===== src/rtl/uart_pkg.sv =====
// Shared UART definitions: arbiter state encoding, default byte width and the
// baud divider used by the transmitter and receiver.
package uart_pkg;

    localparam int DEF_DATA_W  = 8;
    localparam int CLK_PER_BIT = 217;

    typedef enum logic [2:0] {
        ST_IDLE      = 3'd0,
        ST_LOAD      = 3'd1,
        ST_WAIT_ACK  = 3'd2,
        ST_WAIT_DONE = 3'd3,
        ST_HOLD      = 3'd4
    } arb_state_t;

endpackage


===== src/rtl/rr_pick.sv =====
// Combinational round-robin select: first set request at or above ptr,
// wrapping modulo NUM_REQ.
module rr_pick #(
    parameter int NUM_REQ = 4,
    parameter int GNT_W   = $clog2(NUM_REQ)
) (
    input  logic [NUM_REQ-1:0] req,
    input  logic [GNT_W-1:0]   ptr,
    output logic [GNT_W-1:0]   idx,
    output logic               any
);

    localparam int PW = GNT_W + 1;

    logic [PW-1:0] pos;

    // Scan from the farthest offset down so the nearest hit is written last.
    always_comb begin
        idx = '0;
        any = 1'b0;
        pos = '0;
        for (int k = NUM_REQ - 1; k >= 0; k--) begin
            pos = {1'b0, ptr} + PW'(k);
            if (pos >= PW'(NUM_REQ)) begin
                pos = pos - PW'(NUM_REQ);
            end
            if (req[pos[GNT_W-1:0]]) begin
                idx = pos[GNT_W-1:0];
                any = 1'b1;
            end
        end
    end

endmodule


===== src/rtl/uart_tx_arbiter.sv =====
// Shares one UART transmitter among NUM_REQ byte-stream requesters, granting
// a whole packet (up to a byte flagged last) to one round-robin winner.
//
//   state     | meaning
//   ----------+-----------------------------------------------------------
//   IDLE      | no owner; arbitrate among req_valid from rr_ptr upward
//   LOAD      | tx_start and req_ready[gnt_id] high, byte handed over
//   WAIT_ACK  | waiting for the transmitter to raise tx_busy
//   WAIT_DONE | frame on the line; waiting for tx_busy to fall
//   HOLD      | mid-packet; grant locked until the owner has another byte
module uart_tx_arbiter
    import uart_pkg::*;
#(
    parameter int NUM_REQ = 4,
    parameter int DATA_W  = DEF_DATA_W,
    parameter int GNT_W   = $clog2(NUM_REQ)
) (
    input  logic                      clk,
    input  logic                      rst,
    input  logic [NUM_REQ-1:0]        req_valid,
    input  logic [NUM_REQ*DATA_W-1:0] req_data,
    input  logic [NUM_REQ-1:0]        req_last,
    output logic [NUM_REQ-1:0]        req_ready,
    output logic                      tx_start,
    output logic [DATA_W-1:0]         tx_data,
    input  logic                      tx_busy,
    output logic                      gnt_valid,
    output logic [GNT_W-1:0]          gnt_id
);

    arb_state_t       state;
    arb_state_t       state_nxt;
    logic [GNT_W-1:0] rr_ptr;
    logic [GNT_W-1:0] pick_idx;
    logic [GNT_W-1:0] load_idx;
    logic [GNT_W-1:0] ptr_inc;
    logic             pick_any;
    logic             load_go;
    logic             pkt_end;
    logic             last_q;

    rr_pick #(
        .NUM_REQ (NUM_REQ),
        .GNT_W   (GNT_W)
    ) u_pick (
        .req (req_valid),
        .ptr (rr_ptr),
        .idx (pick_idx),
        .any (pick_any)
    );

    assign ptr_inc = (gnt_id == GNT_W'(NUM_REQ - 1)) ? '0 : gnt_id + GNT_W'(1);

    always_ff @(posedge clk) begin
        if (rst) begin
            state <= ST_IDLE;
        end else begin
            state <= state_nxt;
        end
    end

    // load_go marks the edge into LOAD; the byte is captured on that edge so
    // tx_start, tx_data and req_ready are all registered and coincide in LOAD.
    always_comb begin
        state_nxt = state;
        load_go   = 1'b0;
        load_idx  = gnt_id;
        pkt_end   = 1'b0;
        case (state)
            ST_IDLE: begin
                if (pick_any) begin
                    state_nxt = ST_LOAD;
                    load_go   = 1'b1;
                    load_idx  = pick_idx;
                end
            end
            ST_LOAD: begin
                state_nxt = ST_WAIT_ACK;
            end
            ST_WAIT_ACK: begin
                if (tx_busy) begin
                    state_nxt = ST_WAIT_DONE;
                end
            end
            ST_WAIT_DONE: begin
                if (!tx_busy) begin
                    if (last_q) begin
                        state_nxt = ST_IDLE;
                        pkt_end   = 1'b1;
                    end else begin
                        state_nxt = ST_HOLD;
                    end
                end
            end
            ST_HOLD: begin
                if (req_valid[gnt_id]) begin
                    state_nxt = ST_LOAD;
                    load_go   = 1'b1;
                end
            end
            default: begin
                state_nxt = ST_IDLE;
            end
        endcase
    end

    always_ff @(posedge clk) begin
        if (rst) begin
            rr_ptr    <= '0;
            gnt_id    <= '0;
            gnt_valid <= 1'b0;
            tx_data   <= '0;
            tx_start  <= 1'b0;
            req_ready <= '0;
            last_q    <= 1'b0;
        end else begin
            tx_start  <= load_go;
            req_ready <= load_go ? (NUM_REQ'(1) << load_idx) : '0;
            if (load_go) begin
                gnt_id    <= load_idx;
                gnt_valid <= 1'b1;
                tx_data   <= req_data[load_idx*DATA_W +: DATA_W];
                last_q    <= req_last[load_idx];
            end
            if (pkt_end) begin
                gnt_valid <= 1'b0;
                rr_ptr    <= ptr_inc;
            end
        end
    end

endmodule


===== config.mk =====
export PLATFORM = sky130hd
export DESIGN_NAME = uart_tx_arbiter
export DESIGN_NICKNAME = d
export VERILOG_FILES = /design/src/rtl/uart_pkg.sv /design/src/rtl/rr_pick.sv /design/src/rtl/uart_tx_arbiter.sv
export SDC_FILE = /design/constraint.sdc
export NUM_CORES = 1
export LEC_CHECK = 0
export CORE_UTILIZATION = 43
export DETAILED_ROUTE_END_ITERATION = 8
export PLACE_DENSITY = 0.84
export SYNTH_ARGS = -nofsm -noshare
export SYNTH_HDL_FRONTEND = slang
export SYNTH_HIERARCHICAL = 1
export SYNTH_SLANG_ARGS = --single-unit

===== constraint.sdc =====
create_clock -name clk -period 3.3 [get_ports clk]
set_clock_uncertainty 0.05 [all_clocks]
set_input_delay 0.66 -clock clk [delete_from_list [all_inputs] [get_ports clk]]
set_output_delay 0.66 -clock clk [all_outputs]
set_load 0.005 [all_outputs]

==> flow_metrics.py <==
metrics = {
    "run_status": {
        "status": "finished, final reports clean",
    },
    "floorplanning": {
        "core_area_mm2": 0.00257,
        "io_pins": 59,
        "die_area_mm2": 0.00305,
        "std_cell_rows": 18,
        "fp.dieH_um": 55.2,
        "start_util_pct": 47.4,
        "dieWidth_um": 55.2,
    },
    "synthesis": {
        "syn-cell-area_mm2": 0.00122,
        "yosys_warnings": 6,
        "synth_area_per_cell_um2": 12.4,
        "synth_cells": 98,
        "syn_nets": 142,
        "ys_ff_latch": 22,
        "ys_types": 36,
        "ys_seq_area_share_pct": 36.2,
    },
    "timing": {
        "setup_violations": 0,
        "worst_pin_slew_ns": 0.860,
        "fmax_mhz": 373,
        "fin_crit_sh_pct": 81.2,
        "fin_tns_setup_ns": 0,
        "min_period_ns": 2.68,
        "fin_ws_ns": 0.621,
        "rsz0062_at_grt": "false",
        "maxSlewHeadroom_pct": 42.4,
        "hold_violations": 0,
        "drv_slew": 0,
    },
    "clocking": {
        "ctsHoldBuffers": 0,
        "ctsResizeCount": 0,
        "cts_buffers": 3,
        "cts-htree-levels": 1,
        "post_cts_buffers": 0,
        "root_buffer": "clkbuf_4",
        "clk_pin_slew_worst_paths_ns": 0.12,
        "clockBufferDepth": 2,
        "clock_latency_ns": 0.30,
        "cts_tree": "done",
        "cts_sinks": 22,
    },
    "global_routing": {
        "globalRoute.totalOverflow": 0,
        "grt_pass1_wl_mm": 5.15,
        "grt_pass1_vias": 1110,
        "globalRouteTotalUtil_pct": 21.3,
        "grt_max_degree": 15,
        "antenna_found_initial": 0,
    },
    "critical_path": {
        "crit_type": "input pin to register",
        "critPathMaxFanout": 14,
        "cp-end-kind": "register",
        "crit_required_ns": 3.46,
        "critPathLaunchType": "input pin",
        "crit_arrival_ns": 2.84,
    },
    "routing": {
        "wl_per_cell_um": 17.0,
        "viasPerCell": 5.85,
        "routed_wl_mm": 3.12,
        "dr.pass1.iters": 4,
        "drc": 0,
        "first_iter_violations": 47,
        "ant_nets": 0,
        "via_count": 1077,
    },
    "power": {
        "p_leak_uw": 0.000660,
        "powerDensity_mw_per_mm2": 415,
        "vdd_drop_max_mv": 0.275,
    },
    "cells_and_area": {
        "syn2layout_area_growth_pct": 47.6,
        "fin_nets": 199,
        "drive_gt1_share_pct": 17.5,
        "nFillCells": 201,
        "diodes": 0,
    },
    "placement": {
        "place.gp.congestion": 0.792,
        "port_buffers": 58,
        "post-place-ws_ns": 0.308,
        "place_hpwl_mm": 2.45,
    },
    "worst_hold_path": {
        "hold_class": "register to register",
    },
    "job": {
        "drv_cap": 0,
    },
}
cell usage after synthesis:
library cell	count	share of area [%]
and3b_2	1	0.82
nor4b_4	1	2.0
mux2_4	1	1.2
clkbuf_1	1	0.31
and3_2	1	0.62
mux2i_1	3	2.5
or3_2	1	0.62
a21oi_1	3	1.2
nor2b_1	1	0.51
dfxtp_1	22	36
mux4_2	6	11
inv_1	1	0.31
mux4_1	4	8.6
a211oi_1	3	1.8
a22o_1	5	3.6
nor2_1	11	3.4
buf_4	2	1.2
mux2_2	2	1.8
buf_6	2	1.8
nand2b_1	2	1.0
nor4b_1	2	1.4
a22o_2	6	4.9
nor4_1	2	1.0
nand4b_1	1	0.72
o21a_1	1	0.62
buf_8	1	1.2
nand3_1	1	0.41
buf_12	1	1.6
a31oi_2	1	1.0
o211ai_1	1	0.62
ha_1	1	1.0
nand2_1	3	0.92
clkbuf_8	1	1.1
nor3b_1	1	0.62
or4b_1	1	0.82
a211oi_2	1	1.0
cells by family after synthesis:
| logic type | share of synthesized area [%] |
|---|---|
| flip-flops | 36.2 |
| AND/OR/NAND/NOR | 14.9 |
| AO/OA/AOI/OAI | 14.9 |
| adder cells (fa/ha/maj) | 1.03 |
| multiplexers | 25.3 |
| buffers and inverters | 7.71 |
where the power goes:
part	leakage, uW	total (uW)	switching [uW]	internal, uW
Sequential	0.000181	332	31.6	300
Combinational	0.000459	265	92.2	173
Clock	0.0000210	149	81.5	67.2
worst max-delay path, stage by stage:
cell and delay, ns:
clkdlybuf4s50_1 0.54, nor2_1 0.08, nand2_1 0.09, nor4b_4 0.31, mux2_4 0.36, mux4_1 0.60
a22o_1 0.19
cell type report:
type / count / area [um^2] / area share, %
multi-input cells: 67 / 683 / 38.0
repair buffers: 60 / 596 / 33.1
flip-flops and latches: 22 / 440 / 24.5
well taps: 30 / 37.5 / 2.09
clock buffers: 4 / 36.3 / 2.02
inverters: 1 / 3.75 / 0.209
flip-flops by register name, summed over array words and instances (netlist names):
register,count
gnt_id,2
gnt_valid,1
last_q,1
req_ready,4
rr_ptr,2
state,3
tx_data,8
tx_start,1
path summary, 6_finish.rpt:
| check | from | end | slack, ns | cells after the start |
|---|---|---|---|---|
| worst max-delay path | req_valid[3] | tx_data[0] | 0.62 | 7 |
| worst min-delay path | gnt_valid | gnt_valid | 0.42 | 2 |
| worst max register to register | state[2] | tx_data[0] | 1.11 | 4 |
| worst min register to register | gnt_valid | gnt_valid | 0.42 | 2 |
per-layer routing:
| layer | vias up | GRT usage (%) | routed length (um) |
|---|---|---|---|
| met2 | 41 | 39.1 | 1670 |
| met3 | 10 | 4.22 | 141 |
| met4 | 0 | 6.79 | 91 |
| li1 | 499 | - | - |
| met5 | - | 0 | 0 |
| met1 | 527 | 24.7 | 1220 |
cell usage in the layout, fill, tap and decap left out, drive strengths merged, types with 2 or more instances in the layout:
cell type and count:
a211oi 4, a21oi 3, a22o 11, buf 2, clkbuf 4, clkdlybuf4s50 58, dfxtp 22, mux2 3
mux2i 3, mux4 10, nand2 3, nand2b 2, nor2 11, nor4 2, nor4b 3
stage by stage:
| stage | cells | hold WS, ns | instance area, um^2 | power [uW] | util [%] |
|---|---|---|---|---|---|
| 6_report | 184 | 0.421 | 1800 | 746 | 70.0 |
| 5_1_grt | 184 | 0.450 | 1800 | 782 | 70.0 |
| 4_1_cts | 184 | 0.425 | 1800 | 748 | 70.0 |
| 3_5_place_dp | 180 | 0.403 | 1760 | 602 | 68.6 |
| 3_3_place_gp | 180 | 0.401 | 1760 | 589 | 68.6 |
| 2_1_floorplan | 98 | 0.400 | 1220 | 489 | - |
Note: power is estimated with default switching activity, not from simulation.
